==> config.mk <==
export PLATFORM = sky130hd
export DESIGN_NAME = decode_stage
export DESIGN_NICKNAME = d
export VERILOG_FILES = /design/src/rtl/decode_stage.sv
export SDC_FILE = /design/constraint.sdc
export NUM_CORES = 1
export LEC_CHECK = 0
export ABC_AREA = 1
export CORE_MARGIN = 2
export CORE_UTILIZATION = 48
export DETAILED_ROUTE_END_ITERATION = 12
export PLACE_DENSITY = 0.69
export SLEW_MARGIN = 20
export SYNTH_ARGS = -nofsm -noshare
export SYNTH_HDL_FRONTEND = slang
export SYNTH_SLANG_ARGS = --single-unit
==> constraint.sdc <==
create_clock -name clk -period 3 [get_ports clk]
set_clock_uncertainty 0.15 [all_clocks]
set_input_delay 0.6 -clock clk [delete_from_list [all_inputs] [get_ports clk]]
set_output_delay 0.6 -clock clk [all_outputs]
set_load 0.01 [all_outputs]
==> src/rtl/decode_stage.sv <==
// Decode stage: field decode, 16-entry register file with write-back port, D/E pipeline register.
// Latency: InstrD/PCD decoded values appear on the *E outputs one clk after they are presented.
// Backpressure: StallE holds the D/E register and FlushE loads a bubble (flush wins); register file writes never stall.
//
// Ports:
//   clk, reset (async, active-low)
//   InstrD, PCD                      instruction and its PC from the F/D register
//   StallE, FlushE                   hazard-unit controls for the D/E register
//   RegWriteW, RdW, ResultW          register file write-back port
//   Rs1D, Rs2D                       combinational source indices for the hazard unit
//   *E                               registered controls, operands, immediate, indices and PC for execute
module decode_stage #(
  parameter int DATA_W  = 24,
  parameter int INSTR_W = 20,
  parameter int PC_W    = 15
) (
  input  logic               clk,
  input  logic               reset,
  input  logic [INSTR_W-1:0] InstrD,
  input  logic [PC_W-1:0]    PCD,
  input  logic               StallE,
  input  logic               FlushE,
  input  logic               RegWriteW,
  input  logic [3:0]         RdW,
  input  logic [DATA_W-1:0]  ResultW,
  output logic [3:0]         Rs1D,
  output logic [3:0]         Rs2D,
  output logic               RegWriteE,
  output logic               MemWriteE,
  output logic               MemToRegE,
  output logic               BranchE,
  output logic               BranchNeE,
  output logic               JumpE,
  output logic               ALUSrcE,
  output logic               IllegalE,
  output logic [2:0]         ALUControlE,
  output logic [DATA_W-1:0]  RD1E,
  output logic [DATA_W-1:0]  RD2E,
  output logic [DATA_W-1:0]  ImmExtE,
  output logic [3:0]         Rs1E,
  output logic [3:0]         Rs2E,
  output logic [3:0]         RdE,
  output logic [PC_W-1:0]    PCE
);

  localparam logic [3:0] OP_NOP  = 4'h0;
  localparam logic [3:0] OP_ADD  = 4'h1;
  localparam logic [3:0] OP_SUB  = 4'h2;
  localparam logic [3:0] OP_AND  = 4'h3;
  localparam logic [3:0] OP_OR   = 4'h4;
  localparam logic [3:0] OP_ADDI = 4'h5;
  localparam logic [3:0] OP_LDR  = 4'h6;
  localparam logic [3:0] OP_STR  = 4'h7;
  localparam logic [3:0] OP_BEQ  = 4'h8;
  localparam logic [3:0] OP_BNE  = 4'h9;
  localparam logic [3:0] OP_JMP  = 4'hA;

  localparam logic [2:0] ALU_ADD = 3'b000;
  localparam logic [2:0] ALU_SUB = 3'b001;
  localparam logic [2:0] ALU_AND = 3'b010;
  localparam logic [2:0] ALU_OR  = 3'b011;

  // D/E pipeline register contents
  typedef struct packed {
    logic              reg_write;
    logic              mem_write;
    logic              mem_to_reg;
    logic              branch;
    logic              branch_ne;
    logic              jump;
    logic              alu_src;
    logic              illegal;
    logic [2:0]        alu_ctrl;
    logic [DATA_W-1:0] rd1;
    logic [DATA_W-1:0] rd2;
    logic [DATA_W-1:0] imm;
    logic [3:0]        rs1;
    logic [3:0]        rs2;
    logic [3:0]        rd;
    logic [PC_W-1:0]   pc;
  } de_t;

  de_t de_d;
  de_t de_q;

  logic [3:0]        op;
  logic [DATA_W-1:0] imm8_ext;
  logic [DATA_W-1:0] imm16_ext;
  logic [DATA_W-1:0] rf [16];
  logic [DATA_W-1:0] rd1_rd;
  logic [DATA_W-1:0] rd2_rd;

  assign op        = InstrD[19:16];
  assign imm8_ext  = {{(DATA_W-8){InstrD[7]}}, InstrD[7:0]};
  assign imm16_ext = {{(DATA_W-16){InstrD[15]}}, InstrD[15:0]};

  // Field decode. Any field the format does not use stays 0 so the hazard
  // unit never sees a false dependency on a stale index.
  always_comb begin
    de_d = '0;
    case (op)
      OP_ADD, OP_SUB, OP_AND, OP_OR: begin
        de_d.reg_write = 1'b1;
        de_d.rd        = InstrD[15:12];
        de_d.rs1       = InstrD[11:8];
        de_d.rs2       = InstrD[7:4];
        case (op)
          OP_SUB:  de_d.alu_ctrl = ALU_SUB;
          OP_AND:  de_d.alu_ctrl = ALU_AND;
          OP_OR:   de_d.alu_ctrl = ALU_OR;
          default: de_d.alu_ctrl = ALU_ADD;
        endcase
      end
      OP_ADDI, OP_LDR: begin
        de_d.reg_write  = 1'b1;
        de_d.mem_to_reg = (op == OP_LDR);
        de_d.alu_src    = 1'b1;
        de_d.alu_ctrl   = ALU_ADD;
        de_d.rd         = InstrD[15:12];
        de_d.rs1        = InstrD[11:8];
        de_d.imm        = imm8_ext;
      end
      OP_STR: begin
        de_d.mem_write = 1'b1;
        de_d.alu_src   = 1'b1;
        de_d.alu_ctrl  = ALU_ADD;
        de_d.rs2       = InstrD[15:12];
        de_d.rs1       = InstrD[11:8];
        de_d.imm       = imm8_ext;
      end
      OP_BEQ, OP_BNE: begin
        de_d.branch    = 1'b1;
        de_d.branch_ne = (op == OP_BNE);
        de_d.alu_ctrl  = ALU_SUB;
        de_d.rs1       = InstrD[15:12];
        de_d.rs2       = InstrD[11:8];
        de_d.imm       = imm8_ext;
      end
      OP_JMP: begin
        de_d.jump = 1'b1;
        de_d.imm  = imm16_ext;
      end
      OP_NOP: ;
      default: de_d.illegal = 1'b1;
    endcase
    de_d.rd1 = rd1_rd;
    de_d.rd2 = rd2_rd;
    de_d.pc  = PCD;
  end

  // Source indices leave before the register so the hazard unit can act this cycle.
  always_comb begin
    Rs1D = 4'h0;
    Rs2D = 4'h0;
    case (op)
      OP_ADD, OP_SUB, OP_AND, OP_OR: begin
        Rs1D = InstrD[11:8];
        Rs2D = InstrD[7:4];
      end
      OP_ADDI, OP_LDR: Rs1D = InstrD[11:8];
      OP_STR: begin
        Rs1D = InstrD[11:8];
        Rs2D = InstrD[15:12];
      end
      OP_BEQ, OP_BNE: begin
        Rs1D = InstrD[15:12];
        Rs2D = InstrD[11:8];
      end
      default: ;
    endcase
  end

  // Register file; r0 is never written and always reads 0.
  always_ff @(posedge clk or negedge reset) begin
    if (!reset) begin
      for (int i = 0; i < 16; i++) rf[i] <= '0;
    end else if (RegWriteW && (RdW != 4'h0)) begin
      rf[RdW] <= ResultW;
    end
  end

  // Write-through bypass: a same-cycle write-back is visible to decode, so the
  // write-back stage needs no separate forwarding path into decode.
  always_comb begin
    if (de_d.rs1 == 4'h0)                      rd1_rd = '0;
    else if (RegWriteW && (RdW == de_d.rs1))   rd1_rd = ResultW;
    else                                       rd1_rd = rf[de_d.rs1];
    if (de_d.rs2 == 4'h0)                      rd2_rd = '0;
    else if (RegWriteW && (RdW == de_d.rs2))   rd2_rd = ResultW;
    else                                       rd2_rd = rf[de_d.rs2];
  end

  // D/E register: flush beats stall beats load.
  always_ff @(posedge clk or negedge reset) begin
    if (!reset)       de_q <= '0;
    else if (FlushE)  de_q <= '0;
    else if (!StallE) de_q <= de_d;
  end

  assign RegWriteE   = de_q.reg_write;
  assign MemWriteE   = de_q.mem_write;
  assign MemToRegE   = de_q.mem_to_reg;
  assign BranchE     = de_q.branch;
  assign BranchNeE   = de_q.branch_ne;
  assign JumpE       = de_q.jump;
  assign ALUSrcE     = de_q.alu_src;
  assign IllegalE    = de_q.illegal;
  assign ALUControlE = de_q.alu_ctrl;
  assign RD1E        = de_q.rd1;
  assign RD2E        = de_q.rd2;
  assign ImmExtE     = de_q.imm;
  assign Rs1E        = de_q.rs1;
  assign Rs2E        = de_q.rs2;
  assign RdE         = de_q.rd;
  assign PCE         = de_q.pc;

endmodule

# --- After elaboration in Yosys (flattened, before gate mapping) ---
# Index checks and enable logic that the tools add are counted.
classes:
  n_lt_le_gt_ge: 4
  eq_ne: 13
  muxes: 28
  bitwise_logic: 3
  n_reduce_logical: 16
op_table:
  columns: ["op", "count"]
  rows:
  - ["bitwise mux 384 bit", 1]
  - ["two-way mux 110 bit", 2]
  - ["two-way mux 24 bit", 9]
  - ["binary-select mux 24 bit (select 4 bit)", 2]
  - ["demux 24 bit (select 4 bit)", 1]
  - ["case mux 24 bit (2 select lines)", 1]
  - ["== test 4 x 3 -> 1 bit (second input constant)", 4]
  - [">= comparator 5 bit (second input constant)", 3]
  - ["NOT 4 -> 5 bit", 3]
  - ["== test 4 bit (second input constant)", 3]
  - ["zero test 4 bit", 3]
  - ["case mux 4 bit (3 select lines)", 1]
  - ["OR reduction 11 bit", 1]
  - ["== test 4 x 2 -> 1 bit (second input constant)", 2]
  - ["== test 4 bit", 2]
  - ["case mux 4 bit (2 select lines)", 1]
  - ["OR reduction 7 bit", 1]
  - ["two-way mux 1 bit", 6]
  - ["case mux 2 bit (3 select lines)", 1]
  - ["case mux 3 bit (2 select lines)", 1]
  - ["OR reduction 6 bit", 1]
  - ["< comparator 5 x 1 -> 1 bit (second input constant)", 1]
  - ["OR reduction 5 bit", 1]
  - ["== test 4 x 1 -> 1 bit (second input constant)", 1]
  - ["other kinds (8)", 12]
word_totals:
  ff_bits: 494
  word_cells: 96

# --- Depth between registers and ports, before layout ---
# Gate-level depths: netlist of the first run.
logic_depth:
  word_depth: 11
  mapped_depth: 18
  ltp_nobuf: 16

# --- Least setup slack after synthesis of the first run ---
# Ideal clock, no wire load.
synth_path:
  path_type: "in2out"
  startpoint: "in InstrD[19]"
  endpoint: "out Rs1D[3]"
  arrival_time_ns: 1.618
  slack_ns: 0.632
  stages: 7
  path_cell_list: "nor2_2 -> nand2_1 -> nand2_1 -> nand2_1 -> nand2_1 -> buf_2 -> buf_1"
synth_via:
  elab_chain_cells: 3
synth_rtl:
  columns: ["item", "line", "rtl"]
  rows:
  - ["start, declared", "19", "input logic [INSTR_W-1:0] InstrD,"]
  - ["== test 4 x 3 -> 1 bit (tied with other cells)", "155", "case (op)"]
  - ["OR reduction 7 bit (no line) / OR reduction 2 bit (equally long branches)", null, null]
  - ["case mux 4 bit (2 select lines) *", "155", null]
  - ["end, declared", "26", "output logic [3:0] Rs1D,"]
# Every way passes the cells marked *; elsewhere a longest branch is shown, timed or not.

# --- Final worst setup path of the first run ---
layout_path:
  startpoint: "in InstrD[18]"
  endpoint: "out Rs2D[3]"
layout_via:
  elab_chain_cells: 3
layout_rtl:
  columns: ["item", "line", "rtl"]
  rows:
  - ["== test 4 x 1 -> 1 bit (tied with other cells)", "155", null]
  - ["OR reduction 4 bit / OR reduction 2 bit (equally long branches)", null, null]
  - ["case mux 4 bit (3 select lines) *", "155", null]
  - ["end, declared", "27", "output logic [3:0] Rs2D,"]
# Marked as above.

==> run_results.csv, run 1 <==
group,metric,value,unit
yosys,synthXorXnorAreaFrac,0.0332,%
placed_design,postPlaceCellArea,31000,um2
floorplan,dieHeight,239,um
timing,fmax,342,MHz
floorplan,fp.coreArea,54100,um2
floorplan,die_area,56900,um2
drt,wl_met1,39200,um
floorplan,initial_core_util,48.8,%
yosys,synth-simple-area-share,37.8,%
yosys,synth.distinct_cells,30,
drt,remaining_drc_errors,0,
yosys,synth_nets,3800,
yosys,yosysWarnings,0,
timing,tightest_slew,735,ps
clocking,clkLatencyLatePin,630,ps
flow_run,cap_violations,0,
critical_path,cp.required,2250,ps
drt,wirelength,99500,um
floorplan,ioPinCount,186,
drt,wl_met3,11100,um
timing,period_share,97.4,%
clocking,clockBufferDepth,3,
critical_path,worstSetupEndpointType,"primary output",
drt,viasPerCell,5.97,
critical_path,criticalPathCategory,"primary input to primary output",
final_layout,syn_to_final_growth,24.4,%
drt,vias,27662,
yosys,ys_ff_latch,485,
critical_path,cp_data_arrival_time,2170,ps
yosys,synth-seq-area-share,46.0,%
drt,ant_nets,0,
clocking,cts_tree,"yes",
timing,hold_violations,0,
yosys,muxShareOfSynthArea,0,%
drt,dr.max_layer_used,"met4",
final_layout,post-route-util,60.7,%
drt,detail_route.wl_per_cell,21.5,um
final_layout,mostFrequentLayoutCells,"nand2_1, nand3_1, dfrtp_1, o21ai_0, buf_4",
grt,antenna_found_initial,1,
yosys,syn_area,26400,um2
clocking,cts.clk_slew.worst_paths,50,ps
floorplan,num_rows,85,
placed_design,dp_hpwl,62400,um
final_layout,drive_above_1_share,10.4,%
final_layout,stdcell_area,32800,um2
placed_design,place_congestion,0.900,
timing,rsz0062_at_grt,"false",
critical_path,cp-start-kind,"primary input",
drt,first_iter_violations,3603,
hold_path,hold_class,"primary input to flip-flop",
yosys,synth_compound_area_share,8.88,%
yosys,syn_area_per_cell,7.07,um2
yosys,synth_top_family_by_area,"simple AND/OR/NAND/NOR gates",
power,ir_drop,0.461,mV
drt,wl_met2,44200,um
clocking,cts.sinks,485,
timing,min_period,2920,ps
timing,setup_viol,0,
clocking,numCtsBuffers,55,
grt,grt_max_degree,97,
outcome,status,"complete, no violations",
grt,grtUsageTotal,35.1,%
grt,grt_pass1_wl,155000,um
placed_design,portBuffers,184,
yosys,synth_cells,3732,
floorplan,die_w,239,um
grt,grt_overflow,0,
drt,first_pass_iters,9,
power,p_per_area,615,nW/um2
grt,grt_pass1_vias,26073,
final_layout,final_common_cell,"nand2_1",
critical_path,crit_fanout,5,
timing,maxSlewViolCount,0,
yosys,synthAdderAreaFrac,0,%
clocking,clock-root-buffer,"clkbuf_16",
final_layout,final_nets,3965,
clocking,htreeDepth,2,
timing,slew_headroom,51.0,%
power,power.leakage,15.9,nW
power breakdown:
group | switching, mW | internal [mW]
Clock | 2.84 | 3.98
Combinational | 2.76 | 2.01
Sequential | 0.934 | 7.67
Total | 6.53 | 13.7
final cells by class:
| type | count | area, um2 |
|---|---|---|
| multi-input cells | 2776 | 12500 |
| diodes | 1 | 2.50 |
| repair buffers | 454 | 5050 |
| clock inverters | 11 | 97.6 |
| flip-flops and latches | 485 | 12100 |
| fillers | 4864 | 21300 |
| clock buffers | 85 | 1710 |
| inverters | 125 | 475 |
| well taps | 696 | 871 |
kinds of logic after synthesis:
| family | Yosys count |
|---|---|
| flops | 485 |
| compound gates | 443 |
| xor+xnor | 1 |
| simple gates | 2331 |
| buf+inv | 471 |
| other cells | 1 |
worst paths after layout:
path | start | endpoint | slack [ps] | cells past startpoint
max in group asynchronous | reset | rf[177] | 1430 | 4
min reg2reg | rf[370] | rf[370] | 250 | 0
max | InstrD[18] | Rs2D[3] | 80 | 8
max reg2reg | rf[330] | RD2E[18] | 1470 | 10
min in group asynchronous | reset | RdE[3] | 340 | 2
min | InstrD[19] | IllegalE | 200 | 2
state kept, by name, summed over array words and instances (netlist names):
name         flops
rf             384
RD1E            24
RD2E            24
ImmExtE         16
PCE             15
RdE              4
Rs1E             4
Rs2E             4
ALUControlE      2
ALUSrcE          1
BranchE          1
BranchNeE        1
IllegalE         1
JumpE            1
MemToRegE        1
MemWriteE        1
RegWriteE        1
worst max-delay path, stage by stage:
cell             delay [ps]
dlygate4sd2_1           280
inv_2                   100
nand2_1                 110
nor2_4                  180
nand2_1                 110
nand3_4                 130
buf_4                   120
clkdlybuf4s50_1         530
metrics by stage:
stage	TNS [ps]	worst slack, ps	power (mW)	std cells	hold WS, ps
after global routing	0	5.07	21.2	4633	199
final	0	77.2	20.2	4633	200
after detailed placement	-18910	-505	13.3	4531	241
after CTS	0	25.1	20.1	4632	254
after global placement	-18970	-505	13.2	4531	237
after floorplan	0	632	11.3	3732	154
metal layers:
metal / global-route usage [%] / vias up
li1: - / 12620
met1: 47.5 / 13024
met2: 53.6 / 1691
met3: 7.45 / 327
met4: 17.9 / 0
met5: 0 / -
synthesized netlist by cell type (all sizes together):
| master | number | area, um2 |
|---|---|---|
| nand2 | 1279 | 4820 |
| nand3 | 926 | 4640 |
| dfrtp | 485 | 12100 |
| o21ai | 289 | 1450 |
| clkbuf | 216 | 811 |
| buf | 130 | 652 |
| inv | 125 | 469 |
| a21oi | 123 | 623 |
| nor2 | 118 | 473 |
| a22o | 19 | 166 |
| o211ai | 8 | 60.1 |
| nor3 | 6 | 30.0 |
| a32o | 2 | 20.0 |
| a211oi | 1 | 7.51 |
| a31oi | 1 | 12.5 |
| conb | 1 | 3.75 |
| nand3b | 1 | 7.51 |
| nand4 | 1 | 6.26 |
| xor2 | 1 | 8.76 |
repair_timing:
item | in CTS | in global routing
hold buffers | 1 | 0
hold endpoints to repair | 36 | 0
endpoints found under the setup margin | 8 | 1
gates resized for setup | 17 | 2
buffers inserted | 4 | 0
pin swaps | 2 | 0
Note: power is estimated with default switching activity, not from simulation.
==> run 2, diff against run 1 <==
- CAP_MARGIN: not set -> 20
- PLACE_DENSITY: 0.69 -> 0.72
- clock period: 3 -> 2.4 ns (I/O delays scaled with it)
==> run 2 against run 1 <==
Net effect:
- the flow now finishes with violations (setup timing)
- hold slack got worse by 97 ps
- count of clock-buffer cells in the layout shrank 10
- total power up 28%
- sequential share of layout area fell by 0.64 points
- flip-flop and latch count unchanged
- die area unchanged
- register-to-register slack worse by 590 ps
- wire length grew 1.7%
- core utilization rose by 1.1 points
- via count rose by 2.2%
- critical path depth is the same
- non-clock buffer count grew 35
- critical endpoint is now Rs2D[1]
==> run_results.csv, run 2 (synthesis gave the netlist of run 1 again) <==
group,metric,value,unit
floorplan,ioPinCount,186,
clocking,clkLatencyLatePin,640,ps
critical_path,cp-start-kind,"primary input",
timing,rsz0062_at_grt,"true",
clocking,numCtsBuffers,54,
clocking,cts.clk_slew.worst_paths,60,ps
floorplan,die_area,56900,um2
critical_path,criticalPathCategory,"primary input to primary output",
final_layout,seqCellArea,12100,um2
outcome,status,"finished, violations left",
final_layout,final_common_cell,"nand2_1",
final_layout,post-route-util,61.7,%
grt,grt_pass1_vias,26668,
drt,first_iter_violations,4351,
final_layout,largest_reg_flops,384,
drt,remaining_drc_errors,0,
final_layout,n_antenna_cell,0,
grt,grt_max_degree,88,
timing,min_period,2450,ps
timing,hold_violations,0,
timing,finalSetupTns,-53.9,ps
final_layout,stdcell_count,4671,
timing,maxSlewViolCount,0,
timing,period_share,102,%
grt,grt_overflow,0,
placed_design,place_congestion,0.951,
drt,first_pass_iters,7,
grt,grt_pass1_wl,157000,um
final_layout,syn_to_final_growth,26.6,%
grt,grtUsageTotal,35.6,%
flow_run,cap_violations,0,
final_layout,drive_above_1_share,11.9,%
placed_design,portBuffers,184,
timing,tightest_slew,754,ps
power,finalPower,25.7,mW
drt,ant_nets,0,
clocking,cts_tree,"yes",
floorplan,fp.coreArea,54100,um2
clocking,clock-root-buffer,"clkbuf_16",
timing,fin_ws,-53.9,ps
placed_design,place_inst,4564,
floorplan,num_rows,85,
critical_path,crit_fanout,8,
clocking,htreeDepth,2,
outcome,violations,"setup timing",
timing,setup_viol,1,
timing,fmax,408,MHz
final_layout,final_nets,3999,
critical_path,cp_data_arrival_time,1820,ps
clocking,clockBufferDepth,3,
critical_path,cp.required,1770,ps
final_layout,filler_cell_count,4715,
power,ir_drop,0.618,mV
drt,vias,28273,
final_layout,multi_input_area,12600,um2
clocking,cts.sinks,485,
critical_path,worstSetupEndpointType,"primary output",
power,p_per_area,770,nW/um2
power,power.leakage,16.2,nW
drt,detail_route.wl_per_cell,21.7,um
final_layout,largest-register,"rf",
floorplan,die_w,239,um
final_layout,mostFrequentLayoutCells,"nand2_1, nand3_1, dfrtp_1, o21ai_0, buf_4",
placed_design,dp_hpwl,65300,um
timing,slew_headroom,49.7,%
drt,viasPerCell,6.05,
floorplan,dieHeight,239,um
grt,antenna_found_initial,1,
drt,wirelength,101000,um
floorplan,initial_core_util,48.8,%
hold_path,hold_class,"primary input to flip-flop",
## run 2: cell count changes in the layout (fill, tap and decap cells not counted), moves of 4 or more
cell and delta:
buf_4 +20, buf_12 +13, nand2_1 -9, nand2_2 +7
buf_2 +5, bufinv_16 +5, clkbuf_1 -5, clkinv_2 +4
## run 2: final timing paths
path	start	endpoint	slack, ps	cells after the start
max	InstrD[17]	Rs2D[1]	-50	8
min	InstrD[9]	ImmExtE[9]	100	3
max reg2reg	rf[233]	RD1E[17]	880	10
min reg2reg	rf[367]	rf[367]	250	0
max in group asynchronous	reset	RD2E[17]	1080	3
min in group asynchronous	reset	ALUControlE[1]	200	2
## run 2: power by group
| group | total [mW] | internal, mW | switching (mW) | leakage (nW) |
|---|---|---|---|---|
| Clock | 8.90 | 5.30 | 3.60 | 0.942 |
| Combinational | 6.05 | 2.53 | 3.52 | 9.09 |
| Sequential | 10.8 | 9.58 | 1.21 | 6.16 |
| Total | 25.7 | 17.4 | 8.33 | 16.2 |
## run 2: critical path, cell delays in order
cell and delay [ps]:
clkdlybuf4s15_2 230, nor2_1 260, nand2_2 120, nand2_4 140, nand2_1 100, nand3_4 90
buf_12 150, clkdlybuf4s15_2 240
## run 2: routing by layer
layer	share of wire [%]	up-vias	track usage [%]
met2	43	2113	53.5
met3	12	397	7.56
met4	6.0	2	19.9
met5	0.013	-	0
li1	-	12668	-
met1	39	13093	48.0
## run 2: final cells by class
type,count,share of cell area [%]
multi-input cells,2776,37.6
flip-flops and latches,485,36.3
repair buffers,489,16.4
clock buffers,75,4.79
well taps,696,2.61
inverters,125,1.43
clock inverters,25,0.921
## run 2: through the flow
step | worst slack, ps | instance area (um2) | hold slack [ps]
after floorplan | 210 | 26400 | 34.4
after global placement | -788 | 31400 | 239
after detailed placement | -848 | 31400 | 243
after CTS | 2.60 | 33400 | 92.2
after global routing | -88.6 | 33400 | 111
final | -53.9 | 33400 | 103
## run 2: repair_timing
item / in CTS / in global routing
gates resized for setup: 43 / 19
hold endpoints to repair: 93 / 0
hold buffers: 1 / 0
pin swaps: 7 / 9
buffers inserted: 5 / 2
endpoints found under the setup margin: 53 / 13
